===== config.mk =====
export PLATFORM = sky130hd
export DESIGN_NAME = mem_port_arbiter
export DESIGN_NICKNAME = d
export VERILOG_FILES = /design/src/rtl/mem_port_arbiter.sv
export SDC_FILE = /design/constraint.sdc
export NUM_CORES = 1
export LEC_CHECK = 0
export ABC_AREA = 1
export CAP_MARGIN = 20
export CELL_PAD_IN_SITES_DETAIL_PLACEMENT = 1
export CELL_PAD_IN_SITES_GLOBAL_PLACEMENT = 1
export CORE_MARGIN = 3
export CORE_UTILIZATION = 24
export DETAILED_ROUTE_END_ITERATION = 8
export GPL_ROUTABILITY_DRIVEN = 0
export PLACE_DENSITY = 0.78
export SYNTH_ARGS = -nofsm -noshare
export SYNTH_HDL_FRONTEND = slang
export SYNTH_SLANG_ARGS = --single-unit

===== constraint.sdc =====
create_clock -name clk -period 1.2 [get_ports clk]
set_clock_uncertainty 0.05 [all_clocks]
set_input_delay 0.24 -clock clk [delete_from_list [all_inputs] [get_ports clk]]
set_output_delay 0.24 -clock clk [all_outputs]
set_load 0.05 [all_outputs]

===== src/rtl/mem_port_arbiter.sv =====
// rtl/mem_port_arbiter.sv - two-port round-robin arbiter with bounded port-1 lock for the 32x8 core memory
// Optional: define ARB_WRITE_PROTECT_EN to block port-0 writes to the program region (addresses 0..15).
module mem_port_arbiter #(
  parameter int AW       = 5,
  parameter int DW       = 8,
  parameter int MAX_LOCK = 8
) (
  input  logic          clk,
  input  logic          rst_n,
  input  logic          m0_req,
  input  logic          m0_we,
  input  logic [AW-1:0] m0_addr,
  input  logic [DW-1:0] m0_wdata,
  output logic          m0_gnt,
  output logic          m0_rvalid,
  output logic [DW-1:0] m0_rdata,
  input  logic          m1_req,
  input  logic          m1_lock,
  input  logic          m1_we,
  input  logic [AW-1:0] m1_addr,
  input  logic [DW-1:0] m1_wdata,
  output logic          m1_gnt,
  output logic          m1_rvalid,
  output logic [DW-1:0] m1_rdata,
  output logic          mem_en,
  output logic          mem_we,
  output logic [AW-1:0] mem_addr,
  output logic [DW-1:0] mem_wdata,
  input  logic [DW-1:0] mem_rdata,
  output logic          locked
`ifdef ARB_WRITE_PROTECT_EN
  ,
  output logic          wp_err
`endif
);

  typedef enum logic {S_IDLE, S_LOCK} state_t;

  localparam logic [7:0] LOCK_MAX = 8'(MAX_LOCK);

  state_t        r_state, w_state_nxt;
  logic          r_rr_ptr, w_rr_nxt;
  logic [7:0]    r_lock_cnt, w_lock_cnt_nxt;
  logic          w_gnt0, w_gnt1;
  logic          w_wp_block;
  logic          r_rv0, r_rv1;
  logic          w_rv0, w_rv1;
  logic [DW-1:0] r_hold0, r_hold1;

  always_comb begin
    w_gnt0         = 1'b0;
    w_gnt1         = 1'b0;
    w_state_nxt    = r_state;
    w_rr_nxt       = r_rr_ptr;
    w_lock_cnt_nxt = r_lock_cnt;
    case (r_state)
      S_IDLE: begin
        if (m0_req && m1_req) begin
          w_gnt0 = ~r_rr_ptr;
          w_gnt1 = r_rr_ptr;
        end else begin
          w_gnt0 = m0_req;
          w_gnt1 = m1_req;
        end
        if (w_gnt0) w_rr_nxt = 1'b1;
        if (w_gnt1) begin
          w_rr_nxt = 1'b0;
          if (m1_lock) begin
            w_state_nxt    = S_LOCK;
            w_lock_cnt_nxt = 8'd1;
          end
        end
      end
      S_LOCK: begin
        // Loader owns the memory; the grant at lock_cnt==MAX_LOCK is its last one.
        w_gnt1 = m1_req;
        if (m1_req && m1_lock) w_lock_cnt_nxt = r_lock_cnt + 8'd1;
        if (!m1_lock || !m1_req || (r_lock_cnt == LOCK_MAX)) begin
          w_state_nxt    = S_IDLE;
          w_rr_nxt       = 1'b0;
          w_lock_cnt_nxt = 8'd0;
        end
      end
      default: w_state_nxt = S_IDLE;
    endcase
    if (!rst_n) begin
      w_gnt0 = 1'b0;
      w_gnt1 = 1'b0;
    end
  end

`ifdef ARB_WRITE_PROTECT_EN
  localparam logic [AW:0] WP_LIMIT = (AW+1)'(16);
  assign w_wp_block = w_gnt0 & m0_we & ({1'b0, m0_addr} < WP_LIMIT);
`else
  assign w_wp_block = 1'b0;
`endif

  always_comb begin
    mem_en    = 1'b0;
    mem_we    = 1'b0;
    mem_addr  = '0;
    mem_wdata = '0;
    if (w_gnt0 && !w_wp_block) begin
      mem_en    = 1'b1;
      mem_we    = m0_we;
      mem_addr  = m0_addr;
      mem_wdata = m0_wdata;
    end else if (w_gnt1) begin
      mem_en    = 1'b1;
      mem_we    = m1_we;
      mem_addr  = m1_addr;
      mem_wdata = m1_wdata;
    end
  end

  always_ff @(posedge clk) begin
    if (!rst_n) begin
      r_state    <= S_IDLE;
      r_rr_ptr   <= 1'b0;
      r_lock_cnt <= 8'd0;
      r_rv0      <= 1'b0;
      r_rv1      <= 1'b0;
      r_hold0    <= '0;
      r_hold1    <= '0;
    end else begin
      r_state    <= w_state_nxt;
      r_rr_ptr   <= w_rr_nxt;
      r_lock_cnt <= w_lock_cnt_nxt;
      r_rv0      <= w_gnt0 & ~m0_we;
      r_rv1      <= w_gnt1 & ~m1_we;
      if (r_rv0) r_hold0 <= mem_rdata;
      if (r_rv1) r_hold1 <= mem_rdata;
    end
  end

`ifdef ARB_WRITE_PROTECT_EN
  logic r_wp_err;
  always_ff @(posedge clk) begin
    if (!rst_n) r_wp_err <= 1'b0;
    else        r_wp_err <= r_wp_err | w_wp_block;
  end
  assign wp_err = r_wp_err;
`endif

  // A read completing as reset asserts is dropped; the requester reissues it.
  assign w_rv0     = r_rv0 & rst_n;
  assign w_rv1     = r_rv1 & rst_n;
  assign m0_gnt    = w_gnt0;
  assign m1_gnt    = w_gnt1;
  assign m0_rvalid = w_rv0;
  assign m1_rvalid = w_rv1;
  assign m0_rdata  = w_rv0 ? mem_rdata : r_hold0;
  assign m1_rdata  = w_rv1 ? mem_rdata : r_hold1;
  assign locked    = (r_state == S_LOCK);

endmodule


# Yosys cells after proc, flatten, opt, wreduce, memory -nomap -nowiden
# Cells that the tools add are included.
classes:
  addsub: 1
  eq_ne: 6
  n_mux: 31
  n_bitwise: 8
  reduce_logical: 8
ops:
  columns: ["operator", "count"]
  rows:
  - ["$mux W8", 8]
  - ["$mux W1", 17]
  - ["$pmux W8 S2", 1]
  - ["$mux W5", 2]
  - ["$add A8 B1 Y8 const B", 1]
  - ["$eq A8 B4 Y1 const B", 1]
  - ["$ne A3 B1 Y1 const B", 2]
  - ["$pmux W1 S2", 3]
  - ["$and A1 B1 Y1", 4]
  - ["$ne A2 B1 Y1 const B", 2]
  - ["$not A1 Y1", 4]
  - ["$reduce_and A3 Y1", 1]
  - ["$logic_and A1 B1 Y1", 2]
  - ["$logic_not A1 Y1", 2]
  - ["$logic_or A1 B1 Y1", 2]
  - ["$ne A2 B2 Y1 const B", 1]
  - ["$reduce_and A2 Y1", 1]
word_totals:
  regBits: 28
  in_bits: 41
  elab_cells: 61

# Logic depth before layout (Yosys ltp)
# Gate-level depths: netlist of the first run.
depth:
  ltp_word: 7
  mapped_depth: 8
  mapped_depth_nobuf: 8

# Worst setup path after synthesis of the first run
# No wires, ideal clock.
synth_timing:
  path_type: "register -> output"
  start: "reg r_state (netlist: locked)"
  end: "out mem_we"
  t_arrival_ps: 1912
  setup_slack_ps: -1002
  stages_incl_launch_ff: 7
  cell_sequence: "dfxtp_1 -> inv_4 -> nand3_2 -> nand2_2 -> inv_2 -> nand2_1 -> a21oi_1"
synth_between:
  elab_chain_cells: 5
  word_cells_on_any_way: 7
  classes_between: "mux (6); bitwise (1)"
synth_lines:
  columns: ["element", "line_no", "text"]
  rows:
  - ["start: declaration", "41", "state_t r_state, w_state_nxt;"]
  - ["start signal: assignment", "127", "r_state <= w_state_nxt;"]
  - ["$not A1 Y1", null, null]
  - ["$pmux W1 S2", "56", "case (r_state)"]
  - ["$mux W1", "86", "if (!rst_n) begin"]
  - ["$mux W1", "109", "end else if (w_gnt1) begin"]
  - ["$mux W1 *", "104", "if (w_gnt0 && !w_wp_block) begin"]
  - ["end: declaration", "26", "output logic mem_we,"]
# Every way passes the cells marked *; elsewhere a longest branch is shown, timed or not.

# Worst setup path in the final report of the first run
layout_timing:
  start: "in rst_n"
  end: "out mem_we"
layout_between:
  elab_chain_cells: 3
  word_cells_on_any_way: 4
  classes_between: "mux (4)"
layout_lines:
  columns: ["element", "line_no", "text"]
  rows:
  - ["start: declaration", "9", "input logic rst_n,"]
  - ["$mux W1", "86", null]
  - ["$mux W1", "109", null]
  - ["$mux W1 *", "104", null]
# Marks and branches as above.

==> metrics.md, run 1 <==
| Metric | Value |
|---|---|
| Max-slew violation total from the final report | `0` |
| Number of nets in the synthesized netlist | `roughly 300` |
| Power density over cell area | `between 700 and 800 nW/um^2` |
| Violations in the final reports | `setup timing` |
| Setup repair after global routing missed its margin | `true` |
| Arithmetic-cell share of the synthesized area counting full adders, half adders and majority gates | `0.0155` |
| Growth of design area from synthesis to finish | `148%` |
| Post-synthesis average cell area | `6.41 um^2` |
| Simple logic cell fraction of the synthesized area | `0.328` |
| Final antenna-violating net count | `0` |
| Post-route worst hold slack | `334 ps` |
| Die extent in y | `88.1 um` |
| Relative max-transition margin | `0.802` |
| Cts bufs inserted | `3` |
| Worst Path Class, Setup | `in2out` |
| Final hold violation count | `0` |
| Crit Reg-Reg Endpoint | `r_lock_cnt[0]` |
| Multiplexer share of the synthesized area | `0` |
| Post-detail-place hpwl | `5230 um` |
| Initial core utilization | `0.252` |
| Sequential element share of the synthesized area | `0.347` |
| Setup violation total in the final timing report | `45` |
| TritonCTS clock tree | `built` |
| Final critical-path share of the clock period | `1.39` |
| Iteration-0 DRC Markers | `a little under 60` |
| Number of DRC violations after detailed routing | `0` |
| Critical Path AT | `1380 ps` |
| Crit path from | `rst_n` |
| Routed wire length | `around 8500 um` |
| Reg-to-reg setup timing slack | `-90 ps` |
| Post-synthesis register bit count | `28` |
| Worst hold endpoint | `r_lock_cnt[7]` |
| Number of max-capacitance violations reported | `0` |
| Min-delay worst type | `in2reg` |
| Sink count of the clock tree | `28` |
| Largest driver fanout on the critical path | `4` |
| Number of placement rows | `29` |
| Number of placed cells counting well taps | `434` |
| Main combinational cell family by area after synthesis | `simple AND/OR/NAND/NOR gates` |
| Critical Path Start Type | `input pin` |
| Clock network latency to the later pin of the worst-skew pair | `~300 ps` |
| Remaining global-route overflow | `0` |
| Antenna violations before repair | `0` |
| Buffer cell driving the clock tree root | `clkbuf_8` |
| Critical Path End Type | `output port` |
| Synth Warn # | `0` |
| Source of the worst register-to-register timing path | `r_lock_cnt[0]` |
| Clock slew at reported path FFs | `100 ps` |
| Clock buffer depth | `2` |
| Outcome | `finished, violations left` |
| Vias in the first global route | `2,498` |
| Die width | `88.1 um` |
| Fmax | `about 0.6 GHz` |
| Accumulated negative setup slack | `-13,210 ps` |
| Number of library cell types mapped by synthesis | `26` |
| Total area of multi-input combinational cells | `1530 um^2` |
| Number of detailed-routing iterations run before antenna repair | `4` |
| Pre-CTS setup slack | `-745 ps` |
| Parity-gate share of the synthesized area counting xor and xnor cells | `0` |
| WL/cell | `around 19 um` |
| Data required, critical path | `910 ps` |
| Combined global-route utilization of all metal layers | `0.212` |
| Number of standard cells after synthesis | `252` |
| Final worst setup slack | `-465 ps` |
| Top library cells by usage in the layout, fill and taps aside | `buf_4, nand2_2, clkdlybuf4s50_1, buf_12, inv_1` |
| I/O Buffers | `76` |
| Via Count | `roughly 2,200` |
| Pin count of the biggest net entering global routing | `16` |
| Number of filler instances in the final layout | `701` |
| Complex-gate fraction of the synthesized area | `0.171` |
| Share of Yosys cell area claimed by the top area cell type | `0.347` |
| Netlist Area Pre-Place | `1620 um^2` |
| Count of inserted antenna diode cells | `0` |
| Library cell occupying the most area in the post-synthesis netlist | `dfxtp_1` |
| Layout Cells excl Fill | `about 460` |
| I/O pin count | `77` |
| Vias per Instance | `slightly below 5` |
| Wire length of the first global-routing pass | `12,600 um` |
| Sequential Area | `578 um^2` |
| Area of the die | `7760 um^2` |
| Worst Max-Slew Pin Slew | `294 ps` |
| Core footprint | `6420 um^2` |
| Largest cells by area after synthesis | `dfxtp_1, nand2_1, inv_1` |
| Most frequent standard cell in the layout excluding fill and tap cells | `buf_4` |
| Leakage component of the power | `1.60 nW` |
| Total power of the final layout | `2.88 mW` |
| Min-Delay Startpoint | `rst_n` |
| Max IR drop VDD | `0.752 mV` |
| Shortest period the worst path allows | `1670 ps` |
| Number of cell instances on the worst register-to-register path | `7` |
| Final net count | `425` |
| H-tree Lvls | `1` |
| Count of cells along the worst hold path | `3` |
| Fraction of layout cells with a size suffix above 1 | `0.583` |
## per-layer routing
metal	wire length [um]	vias up	global-route usage
li1	-	1063	-
met1	3450	1083	0.245
met2	4430	81	0.395
met3	419	19	0.0292
met4	217	0	0.0742
met5	0	-	0
## critical path, stage by stage
cell and delay [ps]:
clkdlybuf4s15_2 280, buf_4 190, nand4_4 170, buf_6 170, a21oi_4 160, buf_12 150
## logic make-up after synthesis
kind of cell / Yosys count
buffers and inverters: 52
and+or+nand+nor: 122
DFF: 28
AOI/OAI and AO/OA: 48
adders and majority gates: 2
## flip-flops by register name, indices dropped and copies added (netlist names)
name / count
r_hold0: 8
r_rv0: 1
r_lock_cnt: 8
r_rr_ptr: 1
r_rv1: 1
locked: 1
r_hold1: 8
## worst max-delay path by stage
stage,to,slack (ps),depth (start not counted)
6_report,mem_we,-470,6
5_1_grt,mem_we,-530,7
4_1_cts,mem_we,-450,5
3_5_place_dp,mem_addr[3],-740,7
3_3_place_gp,mem_wdata[7],-690,7
2_1_floorplan,mem_we,-270,6
## cells in the mapped netlist, drive strengths merged
cell type   n
buf         9
nand2      90
inv        43
or2         2
nor2       14
o22ai      16
o21a        1
nand3      15
o21bai      2
a21o        1
nand4       1
a21oi       9
ha          2
o21ai      19
dfxtp      28
## per-stage QoR
stage / instance area, um^2 / util
after floorplan: 2080 / -
after global placement: 3450 / 0.538
after detailed placement: 3450 / 0.538
after CTS: 3810 / 0.593
after global routing: 4000 / 0.623
final: 4000 / 0.623
## what timing repair did
item,CTS,global route
setup endpoints to repair,63,54
resized for setup,54,47
setup buffers,10,4
hold buffers,0,0
pin swaps,17,22
gates cloned,6,0
## area by class of cell
class / instances / area share
Clock buffer: 4 / 0.0138
Timing Repair inverter: 1 / 0.00156
Multi-Input combinational cell: 177 / 0.383
Timing Repair Buffer: 128 / 0.386
Sequential cell: 28 / 0.144
Inverter: 43 / 0.0472
Tap cell: 77 / 0.0241
## power breakdown
group | internal [mW] | switching (mW)
Combinational | 0.598 | 0.654
Clock | 0.296 | 0.341
Sequential | 0.953 | 0.0350
Total | 1.85 | 1.03
Note: power is estimated with default switching activity, not from simulation.
==> inputs of run 2 (changes only) <==
Settings changed: CORE_MARGIN 3 to 5, CORE_UTILIZATION 24 to 29, PLACE_DENSITY 0.78 to 0.88.
Clock period 1.2 ns to 2 ns, I/O delays scaled along.
==> metrics.md, run 2 (synthesis gave the netlist of run 1 again) <==
| Metric | Value |
|---|---|
| Outcome | `finished, final reports clean` |
| Pin count of the biggest net entering global routing | `24` |
| Number of DRC violations after detailed routing | `0` |
| Switching part of the total | `0.309` |
| Count of inserted antenna diode cells | `0` |
| Relative max-transition margin | `0.648` |
| CP max stage delay | `820 ps` |
| Hold buffers post-CTS | `0` |
| Crit Reg-Reg Endpoint | `r_rr_ptr` |
| Final antenna-violating net count | `0` |
| Fraction of layout cells with a size suffix above 1 | `0.256` |
| Logic depth of the worst setup path including buffers | `1` |
| Placed cell areas | `3040 um^2` |
| Initial core utilization | `0.295` |
| WL/cell | `about 15 um` |
| Portion of total power attributed to sequential cells | `0.354` |
| Final worst setup slack | `56.2 ps` |
| Via Count | `between 1,500 and 2,000` |
| Remaining global-route overflow | `0` |
| Shortest period the worst path allows | `1940 ps` |
| I/O pin count | `77` |
| Die extent in y | `about 85 um` |
| Total power of the final layout | `1.65 mW` |
| Number of detailed-routing iterations run before antenna repair | `4` |
| Max IR drop VDD | `0.272 mV` |
| Min-delay worst type | `reg2reg` |
| Vias per Instance | `about 4.7` |
| Final hold violation count | `0` |
| Worst Max-Slew Pin Slew | `528 ps` |
| Core footprint | `5470 um^2` |
| Number of cell instances on the worst register-to-register path | `7` |
| Crit path from | `locked` |
| Most frequent standard cell in the layout excluding fill and tap cells | `nand2_1` |
| Clock buffer depth | `2` |
| Pre-CTS setup slack | `-289 ps` |
| Largest registers | `r_hold0: 8 flops, r_hold1: 8 flops, r_lock_cnt: 8 flops` |
| Wire length of the first global-routing pass | `10,000 um` |
| Clk pwr share | `0.279` |
| Fmax | `~0.51 GHz` |
| H-tree Lvls | `1` |
| Combinational fraction of design power | `0.367` |
| Internal power | `1.14 mW` |
| Critical Path AT | `approximately 1500 ps` |
| Sink count of the clock tree | `28` |
| Growth of design area from synthesis to finish | `94.7%` |
| Number of filler instances in the final layout | `between 600 and 700` |
| Combined global-route utilization of all metal layers | `0.173` |
| Critical Path Start Type | `register` |
| Clock slew at reported path FFs | `~110 ps` |
| Iteration-0 DRC Markers | `40` |
| Area of the die | `7170 um^2` |
| Count of cells along the worst hold path | `2` |
| Number of placement rows | `27` |
| Worst-path cell chain | `clkdlybuf4s50_1` |
| Antenna violations before repair | `0` |
| Die width | `84.7 um` |
| Top library cells by usage in the layout, fill and taps aside | `nand2_1, inv_1, clkdlybuf4s50_1, buf_12, buf_4` |
| Cell type of the slowest stage on the worst timing path | `clkdlybuf4s50_1` |
| Max-slew violation total from the final report | `0` |
| CP bufs+invs | `1` |
| Leakage component of the power | `1.36 nW` |
| Post-detail-place hpwl | `4930 um` |
| Final critical-path share of the clock period | `0.972` |
| Min-Delay Startpoint | `r_hold1[0]` |
| Final standard cell area without fillers | `roughly 3100 um^2` |
| Source of the worst register-to-register timing path | `r_lock_cnt[0]` |
| Buffer cell driving the clock tree root | `clkbuf_8` |
| Largest driver fanout on the critical path | `4` |
| Cts bufs inserted | `3` |
| Worst hold endpoint | `r_hold1[0]` |
| Number of max-capacitance violations reported | `0` |
| Final net count | `400` |
| Worst Path Class, Setup | `reg2out` |
| Critical Path End Type | `output port` |
| Data required, critical path | `approximately 1600 ps` |
| Dominant delay contributor by cell family on the critical path | `buffers and inverters` |
| I/O Buffers | `76` |
| Power density over cell area | `524 nW/um^2` |
| Vias in the first global route | `just over 2,000` |
| Reg-to-reg setup timing slack | `530 ps` |
| NetSw | `510 uW` |
| Routed wire length | `6270 um` |
| Setup violation total in the final timing report | `0` |
| Clock network latency to the later pin of the worst-skew pair | `280 ps` |
| TritonCTS clock tree | `built` |
-- run 2: changes by cell type in the layout (fill, tap and decap cells not counted), moves of 8 or more --
cell | previous run | this run
nand2_1 | 29 | 86
nand2_2 | 37 | 2
nand2_4 | 22 | 2
buf_4 | 46 | 29
o21ai_4 | 17 | 0
o21ai_0 | 2 | 16
inv_1 | 30 | 38
-- run 2: how the worst max path moves through the flow --
stage | endpoint | slack [ps]
6_report | locked | 60
5_1_grt | mem_addr[0] | -7
4_1_cts | mem_wdata[2] | 20
3_5_place_dp | m0_rdata[4] | -290
3_3_place_gp | m0_rdata[4] | -210
2_1_floorplan | m0_rdata[0] | -380
-- run 2: layout make-up --
type,instances,area (um^2),area share
clock buffers,3,41.3,0.0131
multi-input cells,172,858,0.273
flip-flops and latches,28,562,0.179
well taps,72,90.1,0.0286
repair buffers,108,1390,0.441
clock inverters,1,30.0,0.00954
repair inverters,1,7.51,0.00239
inverters,43,169,0.0537
-- run 2: through the flow --
| step | cells | hold slack (ps) | utilization | setup TNS [ps] |
|---|---|---|---|---|
| 6_report | 428 | 422 | 0.575 | 0 |
| 5_1_grt | 428 | 441 | 0.575 | -14.2 |
| 4_1_cts | 427 | 420 | 0.573 | 0 |
| 3_5_place_dp | 421 | 404 | 0.555 | -7420 |
| 3_3_place_gp | 421 | 399 | 0.555 | -4590 |
| 2_1_floorplan | 252 | 393 | - | -5340 |
-- run 2: worst register-to-register path, stage by stage (launching register included) --
cell and delay [ps]:
dfxtp_1 340, inv_1 130, ha_1 180, nand3_1 100, o21ai_1 340, nand2_1 110
nand2_1 80, nor2_1 50
-- run 2: power groups by stage --
stage | Combinational, mW | Clock [mW] | Sequential (mW)
CTS | 0.607 | 0.466 | 0.584
global route | 0.637 | 0.486 | 0.586
detailed placement | 0.600 | 0 | 0.596
floorplan | 0.258 | 0 | 0.596
global placement | 0.583 | 0 | 0.595
finish | 0.604 | 0.460 | 0.584
-- run 2: metal layers --
metal | up-vias | wire (um) | GRT usage
met1 | 919 | 2550 | 0.192
met4 | 0 | 159 | 0.0647
met2 | 62 | 3210 | 0.322
met5 | - | 0 | 0
li1 | 1001 | - | -
met3 | 16 | 347 | 0.0353
-- run 2: timing repair --
item | in CTS | in global routing
setup endpoints to repair | 35 | 14
resized for setup | 8 | 3
cloned | 1 | 0
buffers inserted | 1 | 1
hold endpoints to repair | 0 | 0
